--- src/rtl/stack_ctrl.sv ---
// Command sequencer for a pair of 8-bit stacks: single commands plus DUP/SWAP/MOVE micro-sequences.
// Optional SWAP support is compiled in when STACK_CTRL_SWAP_EN is defined.
module stack_ctrl #(
  parameter bit RESET_SEL = 1'b0
) (
  input  logic       clk,
  input  logic       rst_n,
  input  logic       cmd_valid,
  output logic       cmd_ready,
  input  logic [2:0] cmd_op,
  input  logic [7:0] cmd_data,
  output logic       rsp_valid,
  output logic [7:0] rsp_data,
  output logic       rsp_err,
  output logic       stack_select,
  output logic       push,
  output logic       pop,
  output logic [7:0] stk_wdata,
  input  logic [7:0] stk_rdata,
  input  logic [1:0] stk_empty,
  input  logic [1:0] stk_full
);

  localparam int DATA_W = 8;

  localparam logic [2:0] OP_SEL    = 3'b000;
  localparam logic [2:0] OP_PUSH   = 3'b001;
  localparam logic [2:0] OP_POP    = 3'b010;
  localparam logic [2:0] OP_PEEK   = 3'b011;
  localparam logic [2:0] OP_DUP    = 3'b100;
  localparam logic [2:0] OP_SWAP   = 3'b101;
  localparam logic [2:0] OP_MOVE   = 3'b110;
  localparam logic [2:0] OP_STATUS = 3'b111;

  typedef enum logic [3:0] {
    IDLE,
    EXEC,
    DUP_PUSH,
`ifdef STACK_CTRL_SWAP_EN
    SWAP_POP2,
    SWAP_PUSHA,
    SWAP_PUSHB,
    SWAP_RESTORE,
`endif
    MOVE_PUSH,
    RESP
  } state_t;

  state_t              state;
  logic [2:0]          op_q;
  logic [DATA_W-1:0]   data_q;
  logic [DATA_W-1:0]   top_a;
  logic [DATA_W-1:0]   top_b;
  logic                sel_empty;
  logic                sel_full;
  logic                other_full;

  assign sel_empty  = stk_empty[stack_select];
  assign sel_full   = stk_full[stack_select];
  assign other_full = stk_full[~stack_select];

  assign cmd_ready = rst_n & (state == IDLE);
  assign rsp_valid = (state == RESP);

  // Strobes are masked while reset is low so an aborted sequence cannot touch a stack.
  always_comb begin
    push      = 1'b0;
    pop       = 1'b0;
    stk_wdata = '0;
    if (rst_n) begin
      case (state)
        EXEC: begin
          case (op_q)
            OP_PUSH: begin
              push      = ~sel_full;
              stk_wdata = data_q;
            end
            OP_POP:  pop = ~sel_empty;
`ifdef STACK_CTRL_SWAP_EN
            OP_SWAP: pop = ~sel_empty;
`endif
            OP_MOVE: pop = ~sel_empty & ~other_full;
            default: ;
          endcase
        end
        DUP_PUSH, MOVE_PUSH: begin
          push      = 1'b1;
          stk_wdata = top_a;
        end
`ifdef STACK_CTRL_SWAP_EN
        SWAP_POP2: pop = ~sel_empty;
        SWAP_PUSHA, SWAP_RESTORE: begin
          push      = 1'b1;
          stk_wdata = top_a;
        end
        SWAP_PUSHB: begin
          push      = 1'b1;
          stk_wdata = top_b;
        end
`endif
        default: ;
      endcase
    end
  end

  // rsp_data/rsp_err are only written on the transition into RESP so they hold between strobes.
  always_ff @(posedge clk) begin
    if (!rst_n) begin
      state        <= IDLE;
      stack_select <= RESET_SEL;
      rsp_data     <= '0;
      rsp_err      <= 1'b0;
    end else begin
      case (state)
        IDLE: begin
          if (cmd_valid) begin
            op_q   <= cmd_op;
            data_q <= cmd_data;
            if (cmd_op == OP_SEL) stack_select <= cmd_data[0];
            state  <= EXEC;
          end
        end
        EXEC: begin
          case (op_q)
            OP_SEL: begin
              rsp_data <= '0;
              rsp_err  <= 1'b0;
              state    <= RESP;
            end
            OP_PUSH: begin
              rsp_data <= data_q;
              rsp_err  <= sel_full;
              state    <= RESP;
            end
            OP_POP, OP_PEEK: begin
              rsp_data <= sel_empty ? '0 : stk_rdata;
              rsp_err  <= sel_empty;
              state    <= RESP;
            end
            OP_DUP: begin
              if (sel_empty | sel_full) begin
                rsp_data <= '0;
                rsp_err  <= 1'b1;
                state    <= RESP;
              end else begin
                top_a <= stk_rdata;
                state <= DUP_PUSH;
              end
            end
            OP_SWAP: begin
`ifdef STACK_CTRL_SWAP_EN
              if (sel_empty) begin
                rsp_data <= '0;
                rsp_err  <= 1'b1;
                state    <= RESP;
              end else begin
                top_a <= stk_rdata;
                state <= SWAP_POP2;
              end
`else
              rsp_data <= '0;
              rsp_err  <= 1'b1;
              state    <= RESP;
`endif
            end
            OP_MOVE: begin
              if (sel_empty | other_full) begin
                rsp_data <= '0;
                rsp_err  <= 1'b1;
                state    <= RESP;
              end else begin
                top_a        <= stk_rdata;
                stack_select <= ~stack_select;
                state        <= MOVE_PUSH;
              end
            end
            default: begin
              rsp_data <= {4'b0, stk_full[1], stk_empty[1], stk_full[0], stk_empty[0]};
              rsp_err  <= 1'b0;
              state    <= RESP;
            end
          endcase
        end
        DUP_PUSH: begin
          rsp_data <= top_a;
          rsp_err  <= 1'b0;
          state    <= RESP;
        end
`ifdef STACK_CTRL_SWAP_EN
        SWAP_POP2: begin
          if (sel_empty) begin
            state <= SWAP_RESTORE;
          end else begin
            top_b <= stk_rdata;
            state <= SWAP_PUSHA;
          end
        end
        SWAP_PUSHA: state <= SWAP_PUSHB;
        SWAP_PUSHB: begin
          rsp_data <= top_b;
          rsp_err  <= 1'b0;
          state    <= RESP;
        end
        SWAP_RESTORE: begin
          rsp_data <= top_a;
          rsp_err  <= 1'b1;
          state    <= RESP;
        end
`endif
        MOVE_PUSH: begin
          // Push lands on the destination, then selection returns to the source stack.
          stack_select <= ~stack_select;
          rsp_data     <= top_a;
          rsp_err      <= 1'b0;
          state        <= RESP;
        end
        RESP:    state <= IDLE;
        default: state <= IDLE;
      endcase
    end
  end

endmodule

--- config.mk ---
export PLATFORM = sky130hd
export DESIGN_NAME = stack_ctrl
export DESIGN_NICKNAME = d
export VERILOG_FILES = /design/src/rtl/stack_ctrl.sv
export SDC_FILE = /design/constraint.sdc
export NUM_CORES = 1
export LEC_CHECK = 0
export CAP_MARGIN = 30
export CORE_MARGIN = 3
export CORE_UTILIZATION = 51
export CTS_CLUSTER_SIZE = 30
export DETAILED_ROUTE_END_ITERATION = 10
export HOLD_SLACK_MARGIN = 0.08
export PLACE_DENSITY = 0.95
export SETUP_SLACK_MARGIN = 0.15
export SYNTH_ARGS = -nofsm -noshare
export SYNTH_HDL_FRONTEND = slang
export SYNTH_SLANG_ARGS = --single-unit
export TNS_END_PERCENT = 10
--- constraint.sdc ---
create_clock -name clk -period 2.9 [get_ports clk]
set_input_delay 0.58 -clock clk [delete_from_list [all_inputs] [get_ports clk]]
set_output_delay 0.58 -clock clk [all_outputs]
set_load 0.01 [all_outputs]
[Word-level counts from Yosys, hierarchy flattened]
Index checks and enable logic that the tools add are counted.
Cells by class
  eq/ne operators: 18
  shift-type cells: 0
  reductions and logical operators: 13
  add/subtract/negate cells: 0
  bitwise operators: 8
  multiplexer cells: 37
  div/mod/pow operators: 0
  order comparisons: 2
  multipliers: 0
Operators with widths (number)
  8-bit two-way mux: 7
  8-bit one-hot mux with 2 select lines: 3
  8-bit one-hot mux with 5 select lines: 1
  1-bit two-way mux: 16
  4-bit one-hot mux with 3 select lines: 1
  2-bit inequality test (second input constant): 5
  5-bit AND reduction: 2
  3-bit equality test (second input constant): 3
  4-bit by 2-bit equality test with 1-bit output (second input constant): 2
  3-bit by 2-bit equality test with 1-bit output (second input constant): 2
  3-bit zero test: 2
  3-bit two-way mux: 2
  3-bit inequality test (second input constant): 2
  1-bit one-hot mux with 2 select lines: 3
  3-bit one-hot mux with 2 select lines: 1
  3-bit AND reduction: 2
  2-bit OR reduction: 3
  1-bit one-hot mux with 5 select lines: 1
  4-bit by 1-bit equality test with 1-bit output (second input constant): 1
  4-bit by 3-bit equality test with 1-bit output (second input constant): 1
  4-bit zero test: 1
  1-bit by 2-bit less-than comparator with 1-bit output (second input constant): 2
  4-bit two-way mux: 1
  1-bit NOT: 4
  other kinds (7): 10
Storage, ports and cells
  output and inout port bits: 22
  bits in latches: 0
  register bits after elaboration: 33
  bits in read-only memories: 0
  memory bits (writable): 0
  memories kept: 0

[Logic depth before layout (Yosys ltp)]
Gate-level depths: netlist (run 1).
  depth after elaboration: 8
  depth in mapped cells: 7
  depth with buffers taken out: 5

[Worst setup path after synthesis (run 1)]
OpenSTA, ideal clock, no wires.
  kind: reg2out
  start: reg op_q[1]
  end: out stk_wdata[4]
  path slack: 714 ps
  required time: 2320 ps
  arrival: 1606 ps
  stages on the path, launching flop included: 7
  cell sequence: edfxtp_1 buf_2 nor3b_2 and2_1 buf_2 nand2_1 a21boi_0
Between the ends
  word-level cells in the longest chain between the ends: 4
Ends and longest elaborated chain
  start, declared: line 50  | logic [2:0] op_q;
  start signal, assigned: line 117  | op_q <= cmd_op;
  3-bit by 1-bit equality test with 1-bit output: line 73  | case (op_q)
  8-bit two-way mux: line 73
  8-bit one-hot mux with 2 select lines: line 71  | case (state)
  8-bit two-way mux: line 70  | if (rst_n) begin
  end, declared: line 18  | output logic [7:0] stk_wdata,
Every way passes these cells.

[Final worst setup path (run 1)]
  start: in rst_n
  end: out stk_wdata[5]
Between the ends
  word-level cells in the longest chain between the ends: 1
Ends and longest elaborated chain
  start, declared: line 7  | input logic rst_n,
  8-bit two-way mux: line 70
Every way passes these cells.

==> results of run 1 <==
-- registers in the layout, indices dropped and copies added (netlist names) --
signal / count
state: 3
rsp_data: 8
data_q: 8
top_a: 8
op_q: 3
rsp_err: 1
stack_select: 1
-- where the power goes --
group          total, mW  internal (mW)  leakage (nW)  switching [mW]
sequential         0.509          0.497         0.281          0.0123
clock              0.336          0.181        0.0422           0.155
combinational      0.168         0.0905         0.485          0.0770
-- layer usage --
metal  vias to the layer above  track usage, %
met5                         -               0
met4                         0            9.09
met3                        12            5.70
met2                       100            41.1
met1                       698            29.6
li1                        702               -
-- critical path: cells and delay by family --
kind	cells	cell delay, ps
AO/OA/AOI/OAI	1	250
buffers and inverters	3	1330
-- final timing paths --
path | endpoint | slack, ps | cells after the start
setup / recovery | stk_wdata[5] | 150 | 4
hold reg to reg | rsp_data[3] | 470 | 2
hold / removal | rsp_data[3] | 470 | 2
setup reg to reg | rsp_data[6] | 830 | 6
-- cell families after synthesis --
kind of cell    after synthesis  synth area share [%]
flops                        32                  49.9
compound gates               44                  20.1
mux                          11                  7.06
buf+inv                      10                  3.00
simple gates                 59                  18.3
xor+xnor                      1                  1.65
-- final cells by class --
class                      instances  area (sq um)  share of cell area [%]
clock inverter                     2          35.0                    1.51
timing repair buffer              60           567                    24.4
clock buffer                       6          41.3                    1.78
inverter                           1          3.75                   0.162
tap                               44          55.1                    2.37
sequential                        32           833                    35.9
multi-input combinational        115           787                    33.9
-- stage by stage --
| step | worst slack [ps] | power (mW) | util, % |
|---|---|---|---|
| after global placement | 156 | 0.676 | 72.6 |
| final | 151 | 1.01 | 75.4 |
| after floorplan | 714 | 0.599 | - |
| after CTS | 142 | 1.01 | 75.3 |
| after global routing | 87.4 | 1.05 | 75.4 |
| after detailed placement | 124 | 0.682 | 72.6 |
-- cell usage in the layout, fill, tap and decap left out, types with 2 or more instances in the layout --
master,instances
a21boi_0,6
a21oi_1,9
a22oi_1,8
a32oi_1,8
buf_4,13
clkbuf_4,5
clkdlybuf4s50_1,46
dfxtp_1,11
dfxtp_2,2
edfxtp_1,19
mux2_2,2
mux2i_1,8
nand2_1,18
nand2b_1,3
nand3_1,3
nor2_1,9
nor2b_1,15
nor3_1,4
o21ai_0,7
-- timing repair --
action | 4_1_cts | 5_1_grt
setup buffers | 1 | 0
gates resized for setup | 2 | 3
setup endpoints to repair | 10 | 7
==> results.json, run 1 <==
{
  "outcome": "finished, final reports clean",
  "worstSetupPathType": "in2out",
  "grt_use_total_pct": 24.2,
  "dp_hpwl_mm": 3.43,
  "slowest_stage": "clkdlybuf4s50_1",
  "fillers": 220,
  "clock_path_buffers": 2,
  "die_x_um": 63.1,
  "cp.arrival_ps": 2170,
  "avgSynthCellArea_sq_um": 10.6,
  "final_nets": 241,
  "setup_viol": 0,
  "finalNonFillerCells": 260,
  "synth_top_area_cell": "edfxtp_1",
  "maxSlewViolCount": 0,
  "grt_remaining_overflow": 0,
  "yosysWarnings": 0,
  "maxCapViolCount": 0,
  "path_common_cell": "clkdlybuf4s50_1",
  "crit_path_cell_trace": "clkdlybuf4s50_1, buf_4, a21boi_0, clkdlybuf4s50_1",
  "min_path_type": "reg2reg",
  "hold_viol_final": 0,
  "postCtsHoldBufs": 0,
  "end_kind": "primary output",
  "synthArstFlopShare_pct": 0,
  "initial_core_util_pct": 54.1,
  "yosysTopAreaCellShare_pct": 34.3,
  "required_ps": 2320,
  "grt_max_degree": 20,
  "htreeDepth": 2,
  "synth_seq_cells": 32,
  "synth_nets": 183,
  "antenna_left": 0,
  "cts-root-buf": "clkbuf_4",
  "wl_per_cell_um": 17.8,
  "syn2layout_area_growth_pct": 39.4,
  "drtIter0Drc": 134,
  "cts_sinks": 32,
  "timing.setup.tns_ps": 0,
  "cp_max_fo": 19,
  "synth_edf_count": 19,
  "crit_start": "rst_n",
  "numPortBuffers": 47,
  "gp_congestion": 0.931,
  "wirelength_mm": 4.62,
  "antenna_found_initial": 0,
  "die_area_sq_um": 3990,
  "drc": 0,
  "ir_drop_mv": 0.403,
  "avgViaCountPerCell": 5.82,
  "syn_area_sq_um": 1670,
  "worstReg2RegStart": "op_q[2]",
  "yosys-top-cells-count": "edfxtp_1, nand2_1, nor2b_1",
  "worst_slew_pin_slew_ps": 704,
  "grt_pass1_wl_mm": 7.45,
  "post-route-min-period_ps": 2750,
  "cp_slowest_stage_delay_ps": 580,
  "yosysMostFrequentCell": "edfxtp_1",
  "grt_pass1_vias": 1516,
  "stdcell_area_sq_um": 2320,
  "clkLatencyLatePin_ps": 340,
  "clkSlewWorstSetupHoldPaths_ps": 100,
  "cts_buffers": 5,
  "layout-drive-gt1-share_pct": 13.9,
  "synth-seq-area-share_pct": 49.9,
  "rsz0062_at_grt": "true",
  "dpl_cell_area_sq_um": 2230,
  "vias": 1512,
  "yosys-top-cells-area": "edfxtp_1, dfxtp_1, nor2b_1",
  "fmax_mhz": 364,
  "worst_clock_skew_ps": 5.71,
  "dp_cells": 251,
  "top_layer_used": "met4",
  "synth_flop_cell": "edfxtp_1",
  "met3_length_um": 409,
  "num_rows": 20,
  "die_h_um": 63.1,
  "relSlewSlack_pct": 53.0,
  "tritoncts": "built",
  "core_sq_um": 3080,
  "route.met2.wl_mm": 2.36,
  "io_pins": 48,
  "power_density_nw_per_um2": 436,
  "period_share_pct": 94.8,
  "startpoint_type": "input pin",
  "met1_length_mm": 1.76,
  "synth_cell_type_count": 33,
  "syn_inst": 157,
  "min-delay-start": "rsp_data[3]",
  "dr.pass1.iters": 5,
  "cellLeakagePower_nw": 0.807,
  "insertedDiodeCount": 0,
  "hold_ws_ps": 468
}
No activity file was read; power rests on OpenSTA's default activity.
==> run 2: changes to the inputs <==
CTS_CLUSTER_DIAMETER = 80   (was not set)
==> results of run 2 <==
Final layout, timing and power as in run 1 (identical DEF).
==> run 3: changes to the inputs <==
--- a/config.mk
+++ b/config.mk
@@ -9,3 +9,3 @@
 export CORE_MARGIN = 3
-export CORE_UTILIZATION = 51
+export CORE_UTILIZATION = 40
 export CTS_CLUSTER_DIAMETER = 80
@@ -14,3 +14,3 @@
 export HOLD_SLACK_MARGIN = 0.08
-export PLACE_DENSITY = 0.95
+export PLACE_DENSITY = 0.79
 export SETUP_SLACK_MARGIN = 0.15
==> constraint.sdc (replaced) <==
create_clock -name clk -period 2.9 [get_ports clk]
set_input_delay 0.87 -clock clk [delete_from_list [all_inputs] [get_ports clk]]
set_output_delay 0.87 -clock clk [all_outputs]
set_load 0.01 [all_outputs]
==> run 3 against run 2 <==
Compared with the run above: die area up 25%; largest cell class unchanged; sequential share of layout area down 1.7 points; first-iteration DRC count down 40%; clock skew down 1.6 ps; clock-buffer cell count unchanged; worst setup slack better by 55 ps; fmax up 2.0%.
==> results.json, run 3 (same netlist as run 1, synthesis figures left out) <==
{
  "cp_slowest_stage_delay_ps": 290,
  "cts_buffers": 5,
  "antenna_found_initial": 0,
  "required_ps": 2030,
  "worstReg2RegStart": "stack_select",
  "cts-root-buf": "clkbuf_8",
  "maxSlewViolCount": 0,
  "maxCapViolCount": 0,
  "setup_viol": 0,
  "crit_buf_inv": 2,
  "p_seq_share_pct": 46.1,
  "dr.pass1.iters": 4,
  "grt_use_total_pct": 18.4,
  "vias": 1492,
  "die_x_um": 70.5,
  "drc": 0,
  "swShare_pct": 23.0,
  "layout-drive-gt1-share_pct": 20.5,
  "fin_ws_ps": 207,
  "final_nets": 249,
  "p_switching_mw": 0.254,
  "mostFrequentLayoutCell": "clkdlybuf4s50_1",
  "pwr-share-comb_pct": 15.8,
  "place_ws_ps": -458,
  "clkPwrFrac_pct": 38.1,
  "crit_path_cell_trace": "dlygate4sd2_1, mux2_4, nor2_4, nand3_2, nor2_1, buf_2",
  "grt_pass1_wl_mm": 7.12,
  "avgViaCountPerCell": 5.49,
  "ir_drop_mv": 0.313,
  "tritoncts": "built",
  "worst_clock_skew_ps": 4.13,
  "min_path_type": "reg2reg",
  "numPortBuffers": 47,
  "clkSlewWorstSetupHoldPaths_ps": 70,
  "insertedDiodeCount": 0,
  "fillers": 317,
  "cp.arrival_ps": 1820,
  "startpoint_type": "input pin",
  "post_cts_buffers": 0,
  "die_h_um": 70.5,
  "fmax_mhz": 371,
  "reg_top3": "data_q (8), rsp_data (8), top_a (8)",
  "wl_per_cell_um": 15.8,
  "cp_max_fo": 2,
  "worst_slew_pin_slew_ps": 671,
  "outcome": "finished, final reports clean",
  "grt_remaining_overflow": 0,
  "slowest_stage": "mux2_4",
  "min-delay-start": "rsp_data[3]",
  "seq_area_sq_um": 831,
  "cellLeakagePower_nw": 0.904,
  "num_rows": 22,
  "grt_max_degree": 15,
  "period_share_pct": 92.9,
  "rsz0062_at_grt": "true",
  "crit_start": "stk_empty[0]",
  "wirelength_mm": 4.28,
  "syn2layout_area_growth_pct": 46.1,
  "grt_pass1_vias": 1421,
  "io_pins": 48,
  "hold_ws_ps": 470,
  "worstSetupPathType": "in2out",
  "dp_hpwl_mm": 3.27,
  "die_area_sq_um": 4970,
  "hold_viol_final": 0,
  "p_int_mw": 0.847,
  "gp_congestion": 0.854,
  "power_density_nw_per_um2": 453,
  "end_kind": "primary output",
  "antenna_left": 0,
  "cts_sinks": 32,
  "final_cell_mix": "clkdlybuf4s50_1, edfxtp_1, buf_4, nand2_1, nor2b_1",
  "post-route-min-period_ps": 2690,
  "htreeDepth": 2,
  "clock_path_buffers": 2,
  "core_sq_um": 3830,
  "crit_family": "buffers and inverters",
  "clkLatencyLatePin_ps": 280,
  "drtIter0Drc": 81,
  "initial_core_util_pct": 43.5,
  "relSlewSlack_pct": 55.2,
  "multi_input_area_sq_um": 808
}
-- run 3: cell count changes in the layout (fill, tap and decap cells not counted), moves of 2 or more --
cell | previous run | this run
clkbuf_4 | 5 | 0
clkdlybuf4s50_1 | 46 | 31
dlygate4sd2_1 | 1 | 9
clkbuf_8 | 0 | 5
buf_4 | 13 | 19
dfxtp_2 | 2 | 0
buf_2 | 0 | 2
a21boi_1 | 0 | 2
buf_6 | 0 | 2
clkdlybuf4s15_2 | 0 | 4
dfxtp_1 | 11 | 13
a21boi_0 | 6 | 3
-- run 3: stage by stage --
step | power (mW) | util [%] | cell area (sq um) | instances | TNS (ps)
final | 1.10 | 63.6 | 2430 | 272 | 0
after floorplan | 0.599 | - | 1670 | 157 | 0
after detailed placement | 0.690 | 60.3 | 2310 | 264 | -2790
after CTS | 1.11 | 63.6 | 2430 | 272 | 0
after global placement | 0.686 | 60.3 | 2310 | 264 | -2680
after global routing | 1.14 | 63.6 | 2430 | 272 | 0
-- run 3: routing by layer --
layer | wire length [um] | track usage (%) | share of wire (%)
met5 | 0 | 0 | 0
met4 | 36 | 8.09 | 0.84
met2 | 2060 | 27.7 | 48
met3 | 326 | 4.17 | 7.6
met1 | 1870 | 25.3 | 44
-- run 3: power groups by stage --
stage	Combinational [mW]	Sequential, mW	Clock (mW)
finish	0.174	0.507	0.420
global route	0.188	0.509	0.446
CTS	0.174	0.507	0.425
detailed placement	0.173	0.517	0
global placement	0.170	0.516	0
floorplan	0.0826	0.517	0
-- run 3: repair_timing --
action | in CTS | in global routing
pin swaps | 3 | 1
resized for setup | 38 | 4
endpoints found under the hold margin | 0 | 0
endpoints found under the setup margin | 11 | 10
hold buffers | 0 | 0
-- run 3: final cells by class --
| type | count | share of cell area [%] |
|---|---|---|
| sequential | 32 | 34.2 |
| multi-input combinational | 115 | 33.2 |
| timing repair buffer | 68 | 25.6 |
| clock buffer | 6 | 2.98 |
| tap | 48 | 2.47 |
| clock inverter | 2 | 1.44 |
| inverter | 1 | 0.154 |
-- run 3: path summary, 6_finish.rpt --
check                 endpoint  cells after the start  slack (ps)
setup / recovery           pop                      6         210
setup reg to reg  stack_select                      6         880
hold reg to reg    rsp_data[3]                      2         470
hold / removal     rsp_data[3]                      2         470
-- run 3: worst register-to-register path: stages, from the launching register on --
cell,delay [ps]
dfxtp_1,390
mux2_4,340
buf_4,160
nor4_1,490
nor3_1,120
a211o_1,290
o211a_1,120
